$ cat src/rtl/rename_pkg.sv
// Shared rename-stage definitions: physical register geometry, retirement
// tracker sizing defaults and the release FSM state type.
package rename_pkg;

    // Physical register file geometry
    localparam int unsigned PREG_W   = 6;
    localparam int unsigned NUM_PREG = 64;

    // P0 backs architectural x0 and is permanently allocated
    localparam logic [PREG_W-1:0] PREG_ZERO = 6'd0;

    // Retirement tracker sizing defaults
    localparam int unsigned DEPTH_DFLT = 16;
    localparam int unsigned TAG_W_DFLT = 4;

    // Release FSM: normal retirement, or walking back squashed entries
    typedef enum logic [0:0] {
        RUN  = 1'b0,
        WALK = 1'b1
    } release_state_e;

endpackage

$ cat src/rtl/release_entry_ram.sv
// Per-entry payload storage for the retirement tracker: destination flag plus
// old and new physical mappings. One synchronous write port (dispatch) and
// two asynchronous read ports (commit head, flush walk pointer).
module release_entry_ram #(
    parameter int unsigned DEPTH  = 16,
    parameter int unsigned PREG_W = 6,
    parameter int unsigned TAG_W  = 4
) (
    input  logic              clk,
    input  logic              i_wr_en,
    input  logic [TAG_W-1:0]  i_wr_idx,
    input  logic              i_wr_has_dest,
    input  logic [PREG_W-1:0] i_wr_old_preg,
    input  logic [PREG_W-1:0] i_wr_new_preg,
    input  logic [TAG_W-1:0]  i_rd_head_idx,
    output logic              o_rd_head_has_dest,
    output logic [PREG_W-1:0] o_rd_head_old_preg,
    input  logic [TAG_W-1:0]  i_rd_walk_idx,
    output logic              o_rd_walk_has_dest,
    output logic [PREG_W-1:0] o_rd_walk_new_preg
);

    logic              r_has_dest [DEPTH];
    logic [PREG_W-1:0] r_old_preg [DEPTH];
    logic [PREG_W-1:0] r_new_preg [DEPTH];

    // Payload is written at dispatch only; validity lives in the tracker
    always_ff @(posedge clk) begin
        if (i_wr_en) begin
            r_has_dest[i_wr_idx] <= i_wr_has_dest;
            r_old_preg[i_wr_idx] <= i_wr_old_preg;
            r_new_preg[i_wr_idx] <= i_wr_new_preg;
        end
    end

    // Head read port feeds commit release, walk read port feeds flush release
    always_comb begin
        o_rd_head_has_dest = r_has_dest[i_rd_head_idx];
        o_rd_head_old_preg = r_old_preg[i_rd_head_idx];
        o_rd_walk_has_dest = r_has_dest[i_rd_walk_idx];
        o_rd_walk_new_preg = r_new_preg[i_rd_walk_idx];
    end

endmodule

$ cat src/rtl/phys_reg_release.sv
// In-order retirement tracker returning physical registers to the free list.
// Commit releases the previous mapping of the head entry; a flush walks the
// squashed entries youngest-first releasing their new mappings, one per cycle.
module phys_reg_release #(
    parameter int unsigned DEPTH  = rename_pkg::DEPTH_DFLT,
    parameter int unsigned PREG_W = rename_pkg::PREG_W,
    parameter int unsigned TAG_W  = rename_pkg::TAG_W_DFLT
) (
    input  logic              clk,
    input  logic              reset,
    input  logic              dispatch_valid,
    output logic              dispatch_ready,
    input  logic              dispatch_has_dest,
    input  logic [PREG_W-1:0] dispatch_old_preg,
    input  logic [PREG_W-1:0] dispatch_new_preg,
    output logic [TAG_W-1:0]  dispatch_tag,
    input  logic              complete_valid,
    input  logic [TAG_W-1:0]  complete_tag,
    input  logic              flush,
    output logic              commit_valid,
    output logic [TAG_W-1:0]  commit_tag,
    output logic              free_valid,
    output logic [PREG_W-1:0] free_phys_reg,
    output logic              busy
);

    import rename_pkg::*;

    localparam logic [TAG_W:0]    PTR_ONE   = (TAG_W+1)'(1);
    localparam logic [TAG_W:0]    DEPTH_CNT = (TAG_W+1)'(DEPTH);
    localparam logic [PREG_W-1:0] P0        = PREG_W'(PREG_ZERO);

    release_state_e    r_state;
    logic [TAG_W:0]    r_head;
    logic [TAG_W:0]    r_tail;
    logic [TAG_W:0]    r_walk_ptr;
    logic [DEPTH-1:0]  r_valid;
    logic [DEPTH-1:0]  r_done;
    logic              r_commit_valid;
    logic [TAG_W-1:0]  r_commit_tag;
    logic              r_free_valid;
    logic [PREG_W-1:0] r_free_phys_reg;

    logic [TAG_W:0]    w_count;
    logic [TAG_W-1:0]  w_head_idx;
    logic [TAG_W-1:0]  w_tail_idx;
    logic [TAG_W-1:0]  w_walk_idx;
    logic              w_run;
    logic              w_walk;
    logic              w_ready;
    logic              w_push;
    logic              w_commit;
    logic              w_complete;
    logic              w_flush_go;
    logic              w_walk_last;
    logic              w_head_has_dest;
    logic [PREG_W-1:0] w_head_old_preg;
    logic              w_walk_has_dest;
    logic [PREG_W-1:0] w_walk_new_preg;
    logic              w_commit_free;
    logic              w_walk_free;

    release_entry_ram #(
        .DEPTH  (DEPTH),
        .PREG_W (PREG_W),
        .TAG_W  (TAG_W)
    ) u_ram (
        .clk                (clk),
        .i_wr_en            (w_push),
        .i_wr_idx           (w_tail_idx),
        .i_wr_has_dest      (dispatch_has_dest),
        .i_wr_old_preg      (dispatch_old_preg),
        .i_wr_new_preg      (dispatch_new_preg),
        .i_rd_head_idx      (w_head_idx),
        .o_rd_head_has_dest (w_head_has_dest),
        .o_rd_head_old_preg (w_head_old_preg),
        .i_rd_walk_idx      (w_walk_idx),
        .o_rd_walk_has_dest (w_walk_has_dest),
        .o_rd_walk_new_preg (w_walk_new_preg)
    );

    // Occupancy, handshake and event decode for the current cycle
    always_comb begin
        w_count     = r_tail - r_head;
        w_head_idx  = r_head[TAG_W-1:0];
        w_tail_idx  = r_tail[TAG_W-1:0];
        w_walk_idx  = r_walk_ptr[TAG_W-1:0];
        w_run       = (r_state == RUN);
        w_walk      = (r_state == WALK);
        // Gated by reset so the handshake stays low while reset is held
        w_ready     = reset && w_run && (w_count != DEPTH_CNT) && !flush;
        w_push      = dispatch_valid && w_ready;
        // Uses the registered done bit: a same-cycle complete commits next cycle
        w_commit    = w_run && !flush && r_valid[w_head_idx] && r_done[w_head_idx];
        w_complete  = w_run && !flush && complete_valid && r_valid[complete_tag];
        w_flush_go  = w_run && flush && (w_count != '0);
        w_walk_last = (r_walk_ptr == r_head);
        // P0 is never returned to the free list
        w_commit_free = w_commit && w_head_has_dest && (w_head_old_preg != P0);
        w_walk_free   = w_walk && w_walk_has_dest && (w_walk_new_preg != P0);
    end

    // Pointer and FSM update: normal push/commit in RUN, backward walk in WALK
    always_ff @(posedge clk or negedge reset) begin
        if (!reset) begin
            r_state    <= RUN;
            r_head     <= '0;
            r_tail     <= '0;
            r_walk_ptr <= '0;
        end else begin
            case (r_state)
                RUN: begin
                    if (w_flush_go) begin
                        r_state    <= WALK;
                        r_walk_ptr <= r_tail - PTR_ONE;
                    end else begin
                        if (w_push) begin
                            r_tail <= r_tail + PTR_ONE;
                        end
                        if (w_commit) begin
                            r_head <= r_head + PTR_ONE;
                        end
                    end
                end
                WALK: begin
                    if (w_walk_last) begin
                        r_tail  <= r_head;
                        r_state <= RUN;
                    end else begin
                        r_walk_ptr <= r_walk_ptr - PTR_ONE;
                    end
                end
                default: r_state <= RUN;
            endcase
        end
    end

    // Entry valid/done tracking; commit clear is ordered after complete so it wins
    always_ff @(posedge clk or negedge reset) begin
        if (!reset) begin
            r_valid <= '0;
            r_done  <= '0;
        end else if (w_walk) begin
            r_valid[w_walk_idx] <= 1'b0;
            r_done[w_walk_idx]  <= 1'b0;
        end else begin
            if (w_complete) begin
                r_done[complete_tag] <= 1'b1;
            end
            if (w_commit) begin
                r_valid[w_head_idx] <= 1'b0;
                r_done[w_head_idx]  <= 1'b0;
            end
            if (w_push) begin
                r_valid[w_tail_idx] <= 1'b1;
                r_done[w_tail_idx]  <= 1'b0;
            end
        end
    end

    // Registered commit and free pulses; commit and walk frees are exclusive by state
    always_ff @(posedge clk or negedge reset) begin
        if (!reset) begin
            r_commit_valid  <= 1'b0;
            r_commit_tag    <= '0;
            r_free_valid    <= 1'b0;
            r_free_phys_reg <= '0;
        end else begin
            r_commit_valid <= w_commit;
            r_commit_tag   <= w_commit ? w_head_idx : '0;
            if (w_commit_free) begin
                r_free_valid    <= 1'b1;
                r_free_phys_reg <= w_head_old_preg;
            end else if (w_walk_free) begin
                r_free_valid    <= 1'b1;
                r_free_phys_reg <= w_walk_new_preg;
            end else begin
                r_free_valid    <= 1'b0;
                r_free_phys_reg <= '0;
            end
        end
    end

    // Output drive
    always_comb begin
        dispatch_ready = w_ready;
        dispatch_tag   = w_tail_idx;
        commit_valid   = r_commit_valid;
        commit_tag     = r_commit_tag;
        free_valid     = r_free_valid;
        free_phys_reg  = r_free_phys_reg;
        busy           = w_walk;
    end

endmodule
$ cat config.mk
export PLATFORM = sky130hd
export DESIGN_NAME = phys_reg_release
export DESIGN_NICKNAME = d
export VERILOG_FILES = /design/src/rtl/rename_pkg.sv /design/src/rtl/release_entry_ram.sv /design/src/rtl/phys_reg_release.sv
export SDC_FILE = /design/constraint.sdc
export NUM_CORES = 1
export LEC_CHECK = 0
export BUFFER_PORTS_ARGS = -buffer_cell sky130_fd_sc_hd__buf_2
export CORE_AREA = 4 4 139 168
export CTS_CLUSTER_SIZE = 40
export DETAILED_ROUTE_END_ITERATION = 10
export DIE_AREA = 0 0 143 172
export GPL_ROUTABILITY_DRIVEN = 0
export HOLD_SLACK_MARGIN = 0.03
export PLACE_DENSITY = 0.71
export SLEW_MARGIN = 40
export SYNTH_ARGS = -nofsm -noshare
export SYNTH_HDL_FRONTEND = slang
export SYNTH_SLANG_ARGS = --single-unit
$ cat constraint.sdc
create_clock -name clk -period 3.7 [get_ports clk]
set_input_delay 0.74 -clock clk [delete_from_list [all_inputs] [get_ports clk]]
set_output_delay 0.74 -clock clk [all_outputs]
set_load 0.02 [all_outputs]
After elaboration in Yosys (flattened, before gate mapping). Memory sizes are Yosys's and may differ from the RTL's. Index checks and enable logic that the tools add are counted. W data, S select, Z words.

Register bits: 60. RAM bits: 208. Input port bits: 22. Logic and storage cells: 112. Memories kept: 3.

Add/subtract/negate cells: 5. Order comparisons: 8. Equality and inequality tests: 7. Muxes and demuxes: 41. Bitwise logic cells: 12. Reduce and logical (&&, ||, !) cells: 26.

Memories: u_ram.r_new_preg (depth 16, bits a word 6, read ports 1, clocked after Yosys merged registers in 0, wr ports 1, RTL line release_entry_ram.sv:25) `logic [PREG_W-1:0] r_new_preg [DEPTH];`; u_ram.r_old_preg (depth 16, bits a word 6, read ports 1, clocked after Yosys merged registers in 0, wr ports 1, RTL line release_entry_ram.sv:24) `logic [PREG_W-1:0] r_old_preg [DEPTH];`; u_ram.r_has_dest (depth 16, bits a word 1, read ports 2, clocked after Yosys merged registers in 0, wr ports 1, RTL line release_entry_ram.sv:23) `logic r_has_dest [DEPTH];`.

Operators by type and width (count): $mux W16 (10); $and A16 B16 Y16 (5); $not A16 Y16 (3); $or A16 B16 Y16 (2); $mux W5 (5); $lt A4 B5 Y1 const B (4); $pmux W5 S2 (2); $logic_and A1 B1 Y1 (19); $demux W1 S4 (4); $ge A4 B1 Y1 const B (4); $mux W1 (13); $bmux W1 S4 (3); $mux W6 (2); $reduce_bool A6 Y1 (2); $add A5 B1 Y5 const B (2); $sub A5 B1 Y5 const B (2); $ne A2 B1 Y1 const B (3); $reduce_and A3 Y1 (2); $eq A5 B5 Y1 (1); $ne A5 B5 Y1 const B (1); $reduce_bool A5 Y1 (1); $sub A5 B5 Y5 (1); $mux W4 (1); $ne A2 B2 Y1 const B (2); 4 further kinds (5).

Longest topological paths before layout. Gate-level depths: netlist (run 1).

Depth after elaboration: 13. Depth in mapped cells: 11. Depth with buffers taken out: 9.

Hierarchy. From an unflattened synthesis (run 1), not the netlist that was laid out.

Cells, all modules: 762. Area total of the unflattened synthesis: 12091.6 sq um.

By module, submodules not included: release_entry_ram (instances 1, cells an instance 353, area an instance 8160.3 sq um, sequential area each 6246.0 sq um); phys_reg_release (instances 1, cells an instance 409, area an instance 3931.3 sq um, sequential area each 1501.4 sq um).

Worst setup path after synthesis (run 1). Ideal clock, no wire load.

Kind: register to register. From: reg r_head[1]. To: mem u_ram.r_has_dest[10], enable pin. Arrival time: 2797 ps. Data required time: 3315 ps. Slack: 518 ps. Cell stages (with the launch flop): 10. Path buffers: 1. Clock period less this slack: 3182 ps. Cell sequence: dfrtp_1 buf_2 clkinv_1 ha_1 nor2b_1 o21a_1 o211a_1 o21ai_1 nand3_1 nor2_1.

Cells in the longest elaborated chain, start to end: 7.

RTL lines: start, declared (RTL line phys_reg_release.sv:34) `logic [TAG_W:0] r_head;`; start signal, assigned (RTL line phys_reg_release.sv:121) `r_head <= r_head + PTR_ONE;`; $sub A5 B5 Y5 (RTL line phys_reg_release.sv:84) `w_count = r_tail - r_head;`; $ne A5 B5 Y1 (RTL line phys_reg_release.sv:91) `w_ready = reset && w_run && (w_count != DEPTH_CNT) && !flush;`; $logic_and A1 B1 Y1 (2 in a row) (RTL line phys_reg_release.sv:91); $logic_and A1 B1 Y1 (RTL line phys_reg_release.sv:92) `w_push = dispatch_valid && w_ready;`; $mux W1 (RTL line release_entry_ram.sv:29) `if (i_wr_en) begin`; $mux W1 (implied by the code) (RTL line release_entry_ram.sv:30) `r_has_dest[i_wr_idx] <= i_wr_has_dest;`; end, declared (RTL line release_entry_ram.sv:23).

Every way passes these cells.

Final worst setup path (run 1).
From: reg r_head[0]. To: out dispatch_ready.

Cells in the longest elaborated chain, start to end: 4.

RTL lines: $sub A5 B5 Y5 (RTL line phys_reg_release.sv:84); $ne A5 B5 Y1 (RTL line phys_reg_release.sv:91); $logic_and A1 B1 Y1 (2 in a row) (RTL line phys_reg_release.sv:91); end, declared (RTL line phys_reg_release.sv:12) `output logic dispatch_ready,`.

Every way passes these cells.

==> summary.txt, run 1 <==
Run status
  – Outcome: finished, final reports clean

Worst setup path
  – Slowest Stage Delay on Critical Path: approximately 0.65 ns
  – Crit path capture type: primary output
  – Slowest CP cell: dfrtp_2
  – Crit path buf inv count: 1
  – Arrival time worst endpoint: 2.64 ns
  – Critical path type: reg -> out
  – CP Launch Type: register
  – Crit Path Max Fanout: 12
  – Critical Path, Cell by Cell: ha_1 -> nor2b_1 -> o21a_1 -> o211a_1 -> o21ai_2 -> and3_1 -> buf_2
  – Critical Path RT: 2.96 ns
  – Cell family with most CP delay: compound AO/OA/AOI/OAI gates

Pwr
  – VDD IR max: 0.591 mV
  – Pleak: 4.77 nW
  – Power Density: between 600 and 700 nW/µm²

STA
  – Final worst-path setup slack: 0.316 ns
  – Hold Fails Final Rpt: 0
  – Worst Max-Slew Pin Slew: 0.833 ns
  – Fin Setup TNS: 0 ns
  – Min Tclk post-route: 3.38 ns
  – Final setup viols: 0
  – Layout Skew: around 0.017 ns
  – RSZ-0062 raised after global routing: no
  – Fin crit share: 91.5%
  – Final Max Slew Viols: 0
  – Slew HR: 44.4%
  – Max Freq: ~300 MHz

Finish
  – Core Util, Final: 61.5%
  – Filler cells: approximately 1600
  – Largest registers: u_ram.r_new_preg (96), u_ram.r_old_preg (96)
  – Register area: 7750 µm²
  – Multi-input gate area: between 3000 and 4000 µm²
  – Final nets: 829
  – Fraction of layout cells with a size suffix above 1: 23.8%
  – Area Growth Syn to Fin: 13.0%
  – Ant. Diodes: 0

Synthesis
  – Synth warn: 0
  – Avg Cell Area, Syn: ~16 µm²
  – Syn Nets: 778
  – Biggest area consumer among synthesized cells: edfxtp_1
  – Mapped Area: between 10000 and 15000 µm²
  – Seq/Total Area, Yosys: 65.8%
  – Syn Inst Count: 743
  – Yosys top cell area share: 53.0%
  – Synth Flop Type: edfxtp_1
  – Synth cell types: 53
  – Top cells by area, synth: edfxtp_1, dfrtp_1, mux4_2, mux4_1, a22oi_1
  – Number of synthesized flops with an enable pin: about 210
  – Synth async-reset ratio: 22.4%
  – Synth Register Bits: 268

Placement
  – Worst slack, placed: roughly 0.63 ns
  – Buffers on Ports: 39
  – Final HPWL DP: about 19 mm

CTS
  – Clock latency reported for the late side of the worst-skew pair: 0.54 ns
  – Root buffer cell: clkbuf_16
  – Clock sinks: 268
  – Clock Path Buffers: 3
  – CTS tree: yes
  – Postcts setup bufs: 0
  – Number of H-tree levels: 1
  – Reg clk slew, reported paths: 0.07 ns
  – CTS buffer count: 27

Routing
  – DRT iter0 DRCs: 841
  – Aggregate routed wire length: 29.5 mm
  – ANT nets after route: 0
  – DRT Pass-1 Iters: 6
  – Vias per cell: 6.63
  – WL/cell: roughly 27 µm
  – Via count: 7218
  – DRC viols: 0

Global route
  – Initial antenna violation count: 1
  – Global-route wire length before repair: 45.7 mm
  – GRT met1 Usage: 31.6%
  – Largest net degree at the start of global routing: 61
  – Layer with the highest usage: met2
  – Global Route met3 Usage: under 10%
  – Grt met2 use: 41.6%
  – All-Layer GR Usage: 24.7%
  – Via count of the first global-routing pass: approximately 7700
  – Grt ovf: 0

Floorplan
  – Num ports: 40
  – Die width: 143 µm
  – Die height: 172 µm
  – Initial Utilization: 54.4%
  – Cell row count: 59
  – Core area: 21600 µm²
  – Area of the die: between 20000 and 25000 µm²

Min path
  – Hold WC Path Type: in -> async

Job
  – Max-cap violations: 0
[Yosys cell counts (3+ instances only)]
cell type	n
buf_2	9
buf_1	8
a22o_1	12
a31o_2	8
nand2b_1	8
and2_1	4
dfrtp_1	60
buf_4	4
a22oi_1	28
o211a_1	3
or2_2	4
ha_1	13
nor3_1	7
nor2_1	34
nand2_1	54
and3_1	6
nor3b_1	3
mux2i_1	5
nand4_1	4
o21a_1	4
o21ai_0	28
mux4_2	59
nand3_1	42
xor2_1	3
edfxtp_1	208
inv_1	12
mux4_1	9
xnor2_1	11
a21oi_1	5
clkbuf_1	27
a21o_1	20
nor2b_1	6
a32oi_1	7
[where the power goes]
group          switching, mW  total (mW)  internal, mW
clock network           1.11        2.60          1.48
logic                   1.07        1.93         0.855
registers              0.351        3.77          3.42
total                   2.54        8.30          5.76
[kinds of logic (layout without fill, tap and decap cells)]
| logic type | Yosys count | in the layout | share of synthesized area [%] |
|---|---|---|---|
| buf+inv | 64 | 135 | 2.53 |
| simple gates | 182 | 182 | 7.48 |
| xor+xnor | 14 | 14 | 1.04 |
| fa+ha+maj | 13 | 13 | 1.38 |
| flops | 268 | 268 | 65.8 |
| compound gates | 127 | 127 | 7.87 |
| mux | 75 | 75 | 13.9 |
[area by class of cell]
type	count	share of cell area, %
inverter	13	0.367
sequential	268	58.2
clock inverter	16	1.02
tap	274	2.58
clock buffer	33	5.24
timing repair buffer	73	4.35
multi-input combinational	411	28.2
[layer usage]
metal	routed length, µm	vias to the layer above
met5	7	-
met4	1340	2
met3	2230	91
met2	14900	371
met1	11000	3722
li1	-	3032
[final timing paths]
check	from	end	slack [ns]	depth (start not counted)
worst max-delay path	r_head[0]	dispatch_ready	0.32	7
worst min-delay path	reset	r_tail[4]	0.32	2
worst max register to register	r_head[0]	u_ram.r_new_preg[14][0]	0.76	8
worst min register to register	r_valid[0]	r_valid[0]	0.52	1
max in group asynchronous	reset	r_head[0]	2.95	2
min in group clk	r_valid[0]	r_valid[0]	0.52	1
[cells in the final DEF, fill, tap and decap left out, drive strengths merged, types with 28 or more instances in the layout]
master	netlist	routed
edfxtp	208	208
nand2	54	54
mux4	68	68
dfrtp	60	60
nor2	34	34
clkbuf	27	33
o21ai	29	29
nand3	42	42
buf	24	73
a22oi	28	28
[stage by stage]
step	power [mW]	instances	instance area (µm²)	hold WS, ns
2_1_floorplan	5.17	743	11800	0.444
3_3_place_gp	5.65	1039	12400	0.489
3_5_place_dp	5.72	1039	12500	0.487
4_1_cts	8.31	1088	13300	0.437
5_1_grt	8.66	1088	13300	0.359
6_report	8.30	1088	13300	0.317
[timing repair]
item / 4_1_cts / 5_1_grt
resized for setup: 0 / 1
setup endpoints to repair: 0 / 1
endpoints found under the hold margin: 0 / 0
hold buffers: 0 / 0
Power figures use the tool's default switching activity.
==> inputs of run 2 (changes only) <==
--- a/config.mk
+++ b/config.mk
@@ -6,14 +6,15 @@
 export NUM_CORES = 1
 export LEC_CHECK = 0
 export BUFFER_PORTS_ARGS = -buffer_cell sky130_fd_sc_hd__buf_2
-export CORE_AREA = 4 4 139 168
+export CORE_AREA = 4 4 141 170
 export CTS_CLUSTER_SIZE = 40
 export DETAILED_ROUTE_END_ITERATION = 10
-export DIE_AREA = 0 0 143 172
+export DIE_AREA = 0 0 145 174
 export GPL_ROUTABILITY_DRIVEN = 0
 export HOLD_SLACK_MARGIN = 0.03
 export PLACE_DENSITY = 0.71
 export SLEW_MARGIN = 40
 export SYNTH_ARGS = -nofsm -noshare
 export SYNTH_HDL_FRONTEND = slang
+export SYNTH_HIERARCHICAL = 1
 export SYNTH_SLANG_ARGS = --single-unit
==> summary.txt, run 2 <==
Run status
  – Outcome: finished, final reports clean

Synthesis
  – Synth Flop Type: edfxtp_1
  – Biggest area consumer among synthesized cells: edfxtp_1
  – Syn Nets: 797
  – Top-count cell post-synth: edfxtp_1
  – Number of synthesized flops with an enable pin: around 210
  – Synth cell types: a little over 70
  – Commonest cells post-synth: edfxtp_1, dfrtp_1, nand2_1
  – Top cells by area, synth: edfxtp_1, dfrtp_1, mux4_2, mux4_1, nand2_1
  – Yosys top cell area share: 51.7%
  – Seq/Total Area, Yosys: 64.1%
  – Synth warn: 6
  – Syn Inst Count: roughly 760
  – Synth Register Bits: 268
  – Synth async-reset ratio: 22.4%
  – Mapped Area: 12100 µm²
  – Avg Cell Area, Syn: between 15 and 20 µm²

Finish
  – Commonest non-fill, non-tap cell in the layout: edfxtp_1
  – Ant. Diodes: 0
  – Largest registers: u_ram/r_new_preg (96), u_ram/r_old_preg (96)
  – Core Util, Final: roughly 60%
  – Fraction of layout cells with a size suffix above 1: 22.0%
  – Area Growth Syn to Fin: 11.1%
  – Most frequent cells in the layout: edfxtp_1, nand2_1, dfrtp_1, buf_2, nor2_1
  – Final nets: around 850

STA
  – Min Tclk post-route: 3.15 ns
  – Fin Setup TNS: 0 ns
  – Hold Fails Final Rpt: 0
  – Max Freq: 317 MHz
  – Final Max Slew Viols: 0
  – Fin crit share: 85.2%
  – Final setup viols: 0
  – Layout Skew: 0.00796 ns
  – RSZ-0062 raised after global routing: no
  – Slew HR: 50.2%
  – Worst Max-Slew Pin Slew: 0.746 ns
  – Hold_ws: 0.334 ns

Global route
  – Global-route wire length before repair: 44.5 mm
  – All-Layer GR Usage: 22.6%
  – Grt ovf: 0
  – Largest net degree at the start of global routing: 61
  – Initial antenna violation count: 0
  – Via count of the first global-routing pass: 7717

CTS
  – Reg clk slew, reported paths: 0.06 ns
  – Clock latency reported for the late side of the worst-skew pair: 0.52 ns
  – Hold_buf cts: 0
  – CTS buffer count: 27
  – Root buffer cell: clkbuf_16
  – Clock sinks: about 270
  – Post-CTS Resized: 0
  – Postcts setup bufs: 0
  – Number of H-tree levels: 1
  – Clock Path Buffers: 3
  – CTS tree: yes

Floorplan
  – Core area: 22300 µm²
  – Cell row count: 60
  – Die height: 174 µm
  – Num ports: 40
  – Area of the die: 25200 µm²
  – Die width: around 150 µm
  – Initial Utilization: a little over half

Routing
  – WL/cell: 25.9 µm
  – DRT iter0 DRCs: 667
  – Vias per cell: approximately 6.6
  – DRC viols: 0
  – ANT nets after route: 0
  – Via count: 7319
  – Aggregate routed wire length: 28.8 mm
  – DRT Pass-1 Iters: 5

Worst setup path
  – Crit path capture type: primary output
  – Launch point of the critical path: r_tail[3]
  – CP Launch Type: register
  – Arrival time worst endpoint: 2.41 ns
  – Critical Path RT: 2.96 ns
  – Crit Path Max Fanout: 19
  – Critical path type: reg -> out
  – Worst r2r src: r_tail[3]

Placement
  – Buffers on Ports: 39
  – Final HPWL DP: 19.5 mm

Pwr
  – Pleak: 4.89 nW
  – Combinational Power Share: 23.1%
  – Power Density: 602 nW/µm²
  – P_sw: 2.52 mW
  – Internal: 5.57 mW
  – Reg power frac: 46.1%
  – VDD IR max: between 0.4 and 0.5 mV
  – Net Sw Frac: ~31%
  – Clk pwr share: 30.7%

Min path
  – Hold WC Path Type: in -> async

Job
  – Max-cap violations: 0
-- run 2: cell types whose count changed in the layout (fill, tap and decap cells not counted), moves of 12 or more --
cell / previous run / this run
nand3_1: 42 / 17
mux4_2: 59 / 37
a21o_1: 20 / 0
a21oi_1: 5 / 25
mux4_1: 9 / 28
a31oi_1: 0 / 12
-- run 2: through the flow --
stage                     worst slack [ns]  cells  total power, mW  cell area, µm²
after floorplan                     0.0204    762             5.03           12100
after global placement               0.732   1067             5.56           12600
after detailed placement             0.808   1067             5.62           12600
after CTS                            0.570   1115             8.10           13400
after global routing                 0.452   1115             8.43           13400
final                                0.549   1115             8.08           13400
-- run 2: layout make-up --
cell class	count	area (µm²)
tap	279	349
timing repair buffer	71	452
sequential	268	7750
fill	1639	8860
clock buffer	33	698
multi-input combinational	436	4030
clock inverter	15	104
inverter	13	48.8
-- run 2: layer usage --
layer	part of all wire [%]	vias up	GRT usage, %
met5	0	-	0
met4	5.7	0	11.7
met3	6.6	116	3.68
met2	52	356	39.7
met1	36	3680	26.9
li1	-	3167	-
-- run 2: logic make-up after synthesis --
group	synth area share [%]
AOI/OAI and AO/OA	8.92
and+or+nand+nor	7.85
muxes	13.7
adders and majority gates	1.35
buffers and inverters	2.84
DFF	64.1
xor gates and xnor gates	1.30
-- run 2: critical path, stage by stage (launching register included) --
cell and delay [ns]:
dfrtp_1 0.61, ha_1 0.47, nand2b_1 0.08, a2111oi_2 0.45
a211oi_1 0.10, buf_2 0.18
-- run 2: final timing paths --
path	slack, ns	depth (start not counted)	end
max in group asynchronous	2.92	2	r_walk_ptr[0]
setup / recovery	0.55	5	dispatch_ready
min in group clk	0.56	2	r_valid[10]
hold reg to reg	0.56	2	r_valid[10]
hold / removal	0.33	2	r_head[0]
setup reg to reg	0.74	8	u_ram/r_new_preg[13][1]
-- run 2: power groups by stage --
stage                     Combinational (mW)  Sequential, mW  Clock (mW)
after floorplan                         1.41            3.62           0
after global placement                  1.79            3.77           0
after detailed placement                1.83            3.78           0
after CTS                               1.85            3.72        2.53
after global routing                    1.99            3.76        2.69
final                                   1.87            3.73        2.48
